==> src/rtl/fetch_pkg.sv <==
`default_nettype none
// ============================================================================
// Module   : fetch_pkg
// Brief    : Shared types and default widths for the instruction-fetch front end.
// Revision : 1.0 - initial release
// ============================================================================
package fetch_pkg;

    typedef enum logic [1:0] {
        IDLE   = 2'd0,
        RUN    = 2'd1,
        HALTED = 2'd2
    } fetch_state_t;

    localparam int INSTR_W_DEF = 9;
    localparam int PC_W_DEF    = 9;

endpackage
`default_nettype wire

==> src/rtl/fetch_fifo.sv <==
`default_nettype none
// ============================================================================
// Module   : fetch_fifo
// Brief    : Circular prefetch buffer of {instr, pc} entries with sync flush.
// Revision : 1.0 - initial release
// ============================================================================
module fetch_fifo #(
    parameter int DATA_W = 18,
    parameter int DEPTH  = 4
) (
    input  logic                    clk,
    input  logic                    rst_n,
    input  logic                    flush,
    input  logic                    wr_en,
    input  logic [DATA_W-1:0]       wr_data,
    input  logic                    rd_en,
    output logic [DATA_W-1:0]       rd_data,
    output logic [$clog2(DEPTH):0]  level,
    output logic                    empty,
    output logic                    full
);

    localparam int          AW      = $clog2(DEPTH);
    localparam logic [AW:0] DEPTH_L = (AW+1)'(DEPTH);

    logic [DATA_W-1:0] mem_q [DEPTH];
    logic [DATA_W-1:0] mem_d [DEPTH];
    logic [AW-1:0]     wr_ptr_q, wr_ptr_d;
    logic [AW-1:0]     rd_ptr_q, rd_ptr_d;
    logic [AW:0]       count_q, count_d;
    logic              do_wr, do_rd;

    assign empty   = (count_q == '0);
    assign full    = (count_q == DEPTH_L);
    assign level   = count_q;
    assign rd_data = mem_q[rd_ptr_q];
    assign do_wr   = wr_en & ~full;
    assign do_rd   = rd_en & ~empty;

    always_comb begin
        mem_d    = mem_q;
        wr_ptr_d = wr_ptr_q;
        rd_ptr_d = rd_ptr_q;
        count_d  = count_q;
        if (flush) begin
            wr_ptr_d = '0;
            rd_ptr_d = '0;
            count_d  = '0;
        end else begin
            if (do_wr) begin
                mem_d[wr_ptr_q] = wr_data;
                wr_ptr_d        = wr_ptr_q + AW'(1);
            end
            if (do_rd) begin
                rd_ptr_d = rd_ptr_q + AW'(1);
            end
            case ({do_wr, do_rd})
                2'b10:   count_d = count_q + (AW+1)'(1);
                2'b01:   count_d = count_q - (AW+1)'(1);
                default: count_d = count_q;
            endcase
        end
    end

    always_ff @(posedge clk or negedge rst_n) begin
        if (!rst_n) begin
            for (int i = 0; i < DEPTH; i++) begin
                mem_q[i] <= '0;
            end
            wr_ptr_q <= '0;
            rd_ptr_q <= '0;
            count_q  <= '0;
        end else begin
            mem_q    <= mem_d;
            wr_ptr_q <= wr_ptr_d;
            rd_ptr_q <= rd_ptr_d;
            count_q  <= count_d;
        end
    end

endmodule
`default_nettype wire

==> src/rtl/fetch_queue.sv <==
`default_nettype none
// ============================================================================
// Module   : fetch_queue
// Brief    : PC sequencer, 1-cycle imem request port and prefetch queue.
//            Define FETCH_BYPASS_EN to forward responses straight to an empty head.
// Revision : 1.0 - initial release
// ============================================================================
module fetch_queue
    import fetch_pkg::*;
#(
    parameter int INSTR_W = INSTR_W_DEF,
    parameter int PC_W    = PC_W_DEF,
    parameter int DEPTH   = 4,
    parameter int COUNT_W = 16
) (
    input  logic                    clk,
    input  logic                    rst_n,
    input  logic                    start,
    input  logic [PC_W-1:0]         start_addr,
    input  logic                    halt,
    input  logic                    branch,
    input  logic [PC_W-1:0]         target,
    output logic                    imem_req,
    output logic [PC_W-1:0]         imem_addr,
    input  logic [INSTR_W-1:0]      imem_rdata,
    output logic                    instr_valid,
    input  logic                    instr_ready,
    output logic [INSTR_W-1:0]      instr_out,
    output logic [PC_W-1:0]         instr_pc,
    output logic [$clog2(DEPTH):0]  level,
    output logic [COUNT_W-1:0]      instr_count,
    output logic                    running
);

    localparam int                 LVL_W     = $clog2(DEPTH) + 1;
    localparam int                 ENT_W     = INSTR_W + PC_W;
    localparam logic [LVL_W:0]     DEPTH_C   = (LVL_W+1)'(DEPTH);
    localparam logic [COUNT_W-1:0] COUNT_MAX = '1;

    fetch_state_t        state_q, state_d;
    logic [PC_W-1:0]     pc_q, pc_d;
    logic                imem_req_q, imem_req_d;
    logic [PC_W-1:0]     imem_addr_q, imem_addr_d;
    logic                rsp_valid_q, rsp_valid_d;
    logic [PC_W-1:0]     rsp_pc_q, rsp_pc_d;
    logic                kill_q, kill_d;
    logic [COUNT_W-1:0]  count_q, count_d;

    logic                run, redirect, rsp_ok, bypass, deq;
    logic                fifo_wr, fifo_rd, fifo_empty, fifo_full, credit_ok;
    logic [LVL_W-1:0]    fifo_level;
    logic [ENT_W-1:0]    head;
    logic [LVL_W:0]      used;

    assign run      = (state_q == RUN);
    assign redirect = start | (run & branch);
    // kill_q covers a redirect in the issue cycle, redirect covers the return cycle
    assign rsp_ok   = rsp_valid_q & ~kill_q & ~redirect;

    assign used = (LVL_W+1)'(fifo_level) + (LVL_W+1)'(imem_req_q)
                + (LVL_W+1)'(rsp_valid_q & ~kill_q);
    assign credit_ok = (used < DEPTH_C) & ~fifo_full;

`ifdef FETCH_BYPASS_EN
    assign bypass = run & fifo_empty & rsp_ok & instr_ready;
`else
    assign bypass = 1'b0;
`endif

    assign instr_valid = (run & ~fifo_empty) | bypass;
    assign instr_out   = bypass ? imem_rdata : head[ENT_W-1:PC_W];
    assign instr_pc    = bypass ? rsp_pc_q   : head[PC_W-1:0];
    assign deq         = instr_valid & instr_ready;
    assign fifo_wr     = rsp_ok & ~bypass;
    assign fifo_rd     = deq & ~bypass;

    assign imem_req    = imem_req_q;
    assign imem_addr   = imem_addr_q;
    assign level       = fifo_level;
    assign instr_count = count_q;
    assign running     = run;

    fetch_fifo #(
        .DATA_W (ENT_W),
        .DEPTH  (DEPTH)
    ) u_fifo (
        .clk     (clk),
        .rst_n   (rst_n),
        .flush   (redirect),
        .wr_en   (fifo_wr),
        .wr_data ({imem_rdata, rsp_pc_q}),
        .rd_en   (fifo_rd),
        .rd_data (head),
        .level   (fifo_level),
        .empty   (fifo_empty),
        .full    (fifo_full)
    );

    // Redirects put the new address on the bus the very next cycle.
    always_comb begin
        state_d     = state_q;
        pc_d        = pc_q;
        imem_req_d  = 1'b0;
        imem_addr_d = imem_addr_q;
        count_d     = count_q;
        rsp_valid_d = imem_req_q;
        rsp_pc_d    = imem_addr_q;
        kill_d      = redirect;
        if (start) begin
            state_d     = RUN;
            imem_req_d  = 1'b1;
            imem_addr_d = start_addr;
            pc_d        = start_addr + PC_W'(1);
            count_d     = '0;
        end else if (run) begin
            if (deq && (count_q != COUNT_MAX)) begin
                count_d = count_q + COUNT_W'(1);
            end
            if (branch) begin
                imem_req_d  = 1'b1;
                imem_addr_d = target;
                pc_d        = target + PC_W'(1);
            end else if (halt) begin
                state_d = HALTED;
            end else if (credit_ok) begin
                imem_req_d  = 1'b1;
                imem_addr_d = pc_q;
                pc_d        = pc_q + PC_W'(1);
            end
        end
    end

    always_ff @(posedge clk or negedge rst_n) begin
        if (!rst_n) begin
            state_q     <= IDLE;
            pc_q        <= '0;
            imem_req_q  <= 1'b0;
            imem_addr_q <= '0;
            rsp_valid_q <= 1'b0;
            rsp_pc_q    <= '0;
            kill_q      <= 1'b0;
            count_q     <= '0;
        end else begin
            state_q     <= state_d;
            pc_q        <= pc_d;
            imem_req_q  <= imem_req_d;
            imem_addr_q <= imem_addr_d;
            rsp_valid_q <= rsp_valid_d;
            rsp_pc_q    <= rsp_pc_d;
            kill_q      <= kill_d;
            count_q     <= count_d;
        end
    end

endmodule
`default_nettype wire

==> config.mk <==
export PLATFORM = sky130hd
export DESIGN_NAME = fetch_queue
export DESIGN_NICKNAME = d
export VERILOG_FILES = /design/src/rtl/fetch_pkg.sv /design/src/rtl/fetch_fifo.sv /design/src/rtl/fetch_queue.sv
export SDC_FILE = /design/constraint.sdc
export NUM_CORES = 1
export LEC_CHECK = 0
export ABC_AREA = 1
export BUFFER_PORTS_ARGS = -buffer_cell sky130_fd_sc_hd__buf_2
export CAP_MARGIN = 10
export CELL_PAD_IN_SITES_DETAIL_PLACEMENT = 1
export CELL_PAD_IN_SITES_GLOBAL_PLACEMENT = 1
export CORE_MARGIN = 1
export CORE_UTILIZATION = 45
export CTS_BUF_LIST = sky130_fd_sc_hd__clkbuf_2
export DETAILED_ROUTE_END_ITERATION = 16
export GPL_TIMING_DRIVEN = 0
export PLACE_DENSITY_LB_ADDON = 0.1
export SYNTH_ARGS = -nofsm -noshare
export SYNTH_HDL_FRONTEND = slang
export SYNTH_SLANG_ARGS = --single-unit
==> constraint.sdc <==
create_clock -name clk -period 4.1 [get_ports clk]
set_input_delay 1.23 -clock clk [delete_from_list [all_inputs] [get_ports clk]]
set_output_delay 1.23 -clock clk [all_outputs]
set_load 0.01 [all_outputs]
==> After elaboration in Yosys (flattened, before gate mapping) <==
Index checks and enable logic that the tools add are counted.
{ "totals": {"output_inout_bits": 49, "reg_bits": 127, "word_cells": 101, "inputBits": 33} }
{ "op_classes": {"n_bitwise": 17, "n_lt_le_gt_ge": 4, "n_reduce_logical": 14, "eq_ne": 7, "mux": 34, "n_addsub": 10} }
{ "ops": {"columns": ["op", "count"], "rows": [
  ["2-to-1 mux 9 bit", 10],
  ["bitwise mux 72 bit", 1],
  ["2-to-1 mux 18 bit", 3],
  ["2-to-1 mux 16 bit", 3],
  ["binary-select mux 18 bit (select 2 bit)", 1],
  ["demux 18 bit (select 2 bit)", 1],
  ["adder 9 x 1 -> 9 bit, second input constant", 3],
  ["adder 16 x 1 -> 16 bit, second input constant", 1],
  ["2-to-1 mux 2 bit", 8],
  ["!= test 16 bit, second input constant", 1],
  ["nonzero test 2 bit", 5],
  ["AND 1 bit", 8],
  [">= comparator 3 bit, second input constant", 2],
  ["inverter 2 -> 3 bit", 2],
  ["case mux 3 bit (2 select lines)", 1],
  ["AND reduction 3 bit", 2],
  ["nonzero test 3 bit", 2],
  ["2-to-1 mux 1 bit", 5],
  ["adder 2 x 1 -> 2 bit, second input constant", 2],
  ["adder 3 x 1 -> 4 bit", 1],
  ["adder 4 bit", 1],
  ["AND 1 x 4 -> 4 bit", 1],
  ["equality test 2 x 1 -> 1 bit, second input constant", 2],
  ["< comparator 4 x 3 -> 1 bit, second input constant", 1],
  ["other kinds (14)", 19]
]} }

==> Longest topological paths before layout <==
{ "logic_depth": {"word_depth": 10, "mapped_depth": 14, "ltp_nobuf": 14} }

==> Modules after synthesis <==
Synthesis repeated with hierarchy kept, for this count alone.
{ "hier_totals": {"hier_cells": 739, "hier_area_um2": 6277.3} }
{ "modules_own_cells": {"columns": ["module", "instances", "cells_each", "area_each_um2", "seq_area_each_um2"], "rows": [
  ["fetch_fifo", 1, 412, 3741.1, 1976.9],
  ["fetch_queue", 1, 327, 2536.2, 1201.2]
]} }

==> Worst setup path before layout <==
Ideal clock, no wire load.
{ "synth_path": {"path_type": "input -> register", "startpoint": "input branch", "endpoint": "register u_fifo.count_q[2], in the netlist u_fifo.level[2]", "n_path_buf": 1, "t_required_ps": 3983, "cell_stages": 13, "setup_slack_ps": 1245, "arrival_time_ps": 2738, "setup_time_ps": 117, "cell_sequence": "buf_4 -> inv_2 -> o21ai_4 -> nor2_4 -> inv_1 -> nand2_1 -> inv_1 -> fa_1 -> xnor2_1 -> nand3b_1 -> nand2_1 -> nand2_1 -> nand2_1"} }
{ "synth_via": {"elab_chain_cells": 8, "elab_cells_between_ends": 10, "cone_classes": "eq/ne (2); mux (2); bitwise (5); reduce/logical (1)"} }
{ "synth_lines": {"columns": ["element", "line", "text"], "rows": [
  ["start, declared", "fetch_queue.sv:21", "input logic branch,"],
  ["AND 1 bit *", "fetch_queue.sv:56", "assign redirect = start | (run & branch);"],
  ["OR 1 bit *", "fetch_queue.sv:56", null],
  ["net kill_d", "fetch_queue.sv:46", "logic kill_q, kill_d;"],
  ["inverter 1 bit (no line)", null, null],
  ["AND 1 bit", "fetch_queue.sv:58", "assign rsp_ok = rsp_valid_q & ~kill_q & ~redirect;"],
  ["AND 1 bit", "fetch_fifo.sv:37", "assign do_wr = wr_en & ~full;"],
  ["equality test 2 x 1 -> 1 bit / equality test 2 bit (equally long branches)", "fetch_fifo.sv:57", "case ({do_wr, do_rd})"],
  ["case mux 3 bit (2 select lines)", "fetch_fifo.sv:57", null],
  ["2-to-1 mux 3 bit", "fetch_fifo.sv:45", "if (flush) begin"],
  ["end signal, assigned", "fetch_fifo.sv:77", "count_q <= count_d;"],
  ["end, declared", "fetch_fifo.sv:30", "logic [AW:0] count_q, count_d;"]
]} }
Mark *: on every way through the listed nets, which the timed path passes. The rest lies on a longest branch.
A chain may end at the register's enable or synchronous reset.

==> Worst setup path after layout <==
{ "layout_path": {"startpoint": "register u_fifo.rd_ptr_q[0]", "endpoint": "output instr_pc[8]"} }
{ "layout_via": {"elab_chain_cells": 4} }
{ "layout_lines": {"columns": ["element", "line", "text"], "rows": [
  ["start, declared", "fetch_fifo.sv:29", "logic [AW-1:0] rd_ptr_q, rd_ptr_d;"],
  ["start signal, assigned", "fetch_fifo.sv:76", "rd_ptr_q <= rd_ptr_d;"],
  ["inverter 2 -> 3 bit (implied by the code)", "fetch_fifo.sv:36", "assign rd_data = mem_q[rd_ptr_q];"],
  ["binary-select mux 18 bit (select 2 bit)", "fetch_fifo.sv:36", null],
  ["2-to-1 mux 18 bit (implied by the code) (2 in a row)", "fetch_fifo.sv:36", null],
  ["end, declared", "fetch_queue.sv:29", "output logic [PC_W-1:0] instr_pc,"]
]} }
No other way between the ends. The select of a mux whose other input is x is not followed.

==> impl_metrics.py <==
metrics = {
    "status": {
        "status": "finished clean",
    },
    "power_and_ir_drop": {
        "ir_drop_mv": 0.277,
        "p_seq_share_pct": 51.7,
        "finalPower_w": 0.00297,
        "leakage_nw": 3.57,
        "swShare_pct": 33.9,
        "p_comb_share_pct": 23.1,
        "power_density_mw_per_mm2": 425,
        "p_sw_w": 0.00101,
        "intPower_w": 0.00196,
        "power_frac_clock_pct": 25.2,
    },
    "clocking": {
        "cts_resized": 0,
        "holdBufCountCts": 0,
        "ctsHtreeMaxLevel": 4,
        "cts_buffers": 17,
        "clk_latency_ns": 0.70,
        "cts.sinks": 127,
        "cts_tree": "built",
        "path_clk_slew_ns": 0.20,
        "cts-root-buf": "clkbuf_2",
        "cts_buffer_depth": 2,
        "cts_setup_buffers": 0,
    },
    "worst_setup_path": {
        "cp-start-kind": "flip-flop",
        "critical_path_class": "flip-flop to output pin",
        "critical_path.top_delay_family": "buffers and inverters",
        "cp_num_cells": 6,
        "cp.required_ns": 2.87,
        "critPathMaxFanout": 10,
        "slowest_stage": "buf_1",
        "path_buf_inv": 4,
        "crit_arrival_ns": 2.56,
        "crit_chain": "buf_2, clkinv_1, buf_1, nor2_1, o22ai_1, buf_2",
        "max_stage_delay_ns": 0.55,
        "crit_top_cell": "buf_2",
        "reg2regPathDepth": 13,
        "cp-end-kind": "output pin",
    },
    "drt": {
        "dr.pass1.iters": 4,
        "drc": 0,
        "drt_iter0_markers": 330,
        "wl_per_cell_um": 16.6,
        "vias_per_cell": 5.32,
        "vias": 5464,
        "wirelength_mm": 17.0,
        "antenna_left": 0,
    },
    "worst_hold_path": {
        "hp-class": "flip-flop to flip-flop",
        "whs_path_depth": 0,
    },
    "synth": {
        "yosysWarnings": 0,
        "synth_fp_nets": 780,
        "syn_area_sq_mm": 0.00612,
        "netlist_instances": 739,
        "ys_seq_area_share_pct": 52.0,
        "ys_ff_latch": 127,
        "ys.flop_type": "dfrtp_1",
        "ys_types": 40,
        "ys_async_sr_fraction_pct": 100,
        "synth_edf_count": 0,
        "syn_area_per_cell_sq_um": 8.28,
    },
    "final_layout": {
        "nets": 879,
        "drive_above_1_share_pct": 18.8,
        "syn_to_final_growth_pct": 14.2,
        "n_antenna_cell": 0,
    },
    "flow_run": {
        "drv_cap": 0,
    },
    "floorplan": {
        "core_area_sq_mm": 0.0132,
        "dieHeight_um": 119,
        "die_area_sq_mm": 0.0141,
        "rows": 42,
        "initial_core_util_pct": 46.2,
        "die_w_um": 119,
        "pin_count": 82,
    },
    "sta": {
        "rsz0062_at_grt": "no",
        "period_minus_slack_ns": 3.79,
        "max_slew_margin_pct": 55.1,
        "worst_pin_slew_ns": 0.674,
        "slew_violations": 0,
        "skew_ns": 0.0239,
        "hold_viol_final": 0,
        "setup_tns_ns": 0,
        "timing.final.crit_share_pct": 92.4,
        "finalSetupViolCount": 0,
        "fmaxAchievable_mhz": 264,
    },
    "global_routing": {
        "grt_pass1_vias": 5696,
        "antenna_found_initial": 0,
        "grt-ovfl-total": 0,
        "grt_start_max_net_pins": 67,
        "track_usage_pct": 26.0,
        "grt_pass1_wl_mm": 28.7,
    },
    "placed_design": {
        "port_buffers": 79,
        "place_congestion": 0.818,
        "dp_hpwl_mm": 11.9,
    },
}
[area by class of cell]
type | count | area (sq um)
fillers | 1685 | 6260
flip-flops and latches | 127 | 3180
multi-input cells | 525 | 2530
repair buffers | 80 | 429
well taps | 176 | 220
inverters | 54 | 214
plain buffers | 33 | 193
clock inverters | 13 | 123
clock buffers | 19 | 95.1
[metrics by stage]
step / hold WS [ns] / cells / setup slack, ns / area, sq um / utilization [%]
2_1_floorplan: 0.435 / 739 / 1.25 / 6120 / -
3_3_place_gp: 0.386 / 994 / 0.143 / 6730 / 50.8
3_5_place_dp: 0.389 / 995 / 1.01 / 6770 / 51.1
4_1_cts: 0.405 / 1027 / 0.271 / 6980 / 52.7
5_1_grt: 0.411 / 1027 / 0.148 / 6980 / 52.7
6_report: 0.399 / 1027 / 0.313 / 6980 / 52.7
[synthesized netlist by cell type (all sizes together), types with 2 or more instances]
cell type | n | share of area (%)
a21boi | 2 | 0.25
a21oi | 8 | 0.72
and2 | 2 | 0.20
buf | 22 | 2.3
clkbuf | 11 | 0.84
clkinv | 2 | 0.14
dfrtp | 127 | 52
ha | 7 | 1.4
inv | 52 | 3.4
nand2 | 222 | 14
nand3 | 48 | 4.2
nand3b | 2 | 0.25
nand4 | 10 | 1.0
nor2 | 75 | 5.4
o21a | 2 | 0.25
o21ai | 115 | 9.6
o21bai | 3 | 0.37
o22ai | 18 | 1.8
xnor2 | 2 | 0.29
xor2 | 6 | 0.86
[registers in the layout, summed over array words and instances, names as in the netlist]
register,cells
state_q,2
instr_count,16
rsp_pc_q,9
pc_q,9
u_fifo.level,3
u_fifo.mem_q,72
imem_addr,9
imem_req,1
u_fifo.rd_ptr_q,2
rsp_valid_q,1
kill_q,1
u_fifo.wr_ptr_q,2
[final timing paths]
kind	start	to	slack, ns
worst max register to register	u_fifo.level[0]$_DFFE_PN0P_	u_fifo.level[2]$_DFFE_PN0P_	1.77
min in group asynchronous	rst_n	u_fifo.mem_q[10]$_DFFE_PN0P_	0.48
worst min-delay path	imem_addr[6]$_DFFE_PN0P_	rsp_pc_q[6]$_DFF_PN0_	0.40
worst max-delay path	u_fifo.rd_ptr_q[0]$_DFFE_PN0P_	instr_pc[8]	0.31
worst min register to register	imem_addr[6]$_DFFE_PN0P_	rsp_pc_q[6]$_DFF_PN0_	0.40
max in group asynchronous	rst_n	pc_q[8]$_DFFE_PN0P_	2.87
[layout by cell type (no fill, tap or decap), types with 5 or more instances in the layout]
cell	n
a21oi_1	7
nand4_1	10
o21ai_0	112
nand2_2	7
nor2_4	6
nand3_1	45
ha_1	7
clkbuf_1	10
buf_2	92
clkinv_2	5
nor2_1	68
xor2_1	6
nand2_1	212
o22ai_1	18
dfrtp_1	127
inv_1	47
clkbuf_2	19
[power by group through the flow]
| stage | logic [W] | clock network, W | registers, W |
|---|---|---|---|
| finish | 0.000687 | 0.000747 | 0.00154 |
| global route | 0.000781 | 0.000818 | 0.00156 |
| CTS | 0.000699 | 0.000769 | 0.00154 |
| detailed placement | 0.000697 | 0 | 0.00156 |
| global placement | 0.000662 | 0 | 0.00155 |
| floorplan | 0.000424 | 0 | 0.00154 |
[routing by layer]
layer	global-route usage, %	vias up	share of wire (%)
met4	7.20	0	1.5
met1	34.0	2712	46
li1	-	2608	-
met5	0	-	0
met2	43.9	116	49
met3	5.36	28	3.6
[logic make-up (layout without fill, tap and decap cells)]
family	Yosys count	count (layout)	synth area share, %
adders and majority gates	8	8	1.76
xor gates and xnor gates	8	8	1.15
buffers and inverters	87	199	6.65
and+or+nand+nor	361	361	25.5
AOI/OAI and AO/OA	148	148	13.0
DFF	127	127	52.0
Note: power is estimated with default switching activity, not from simulation.
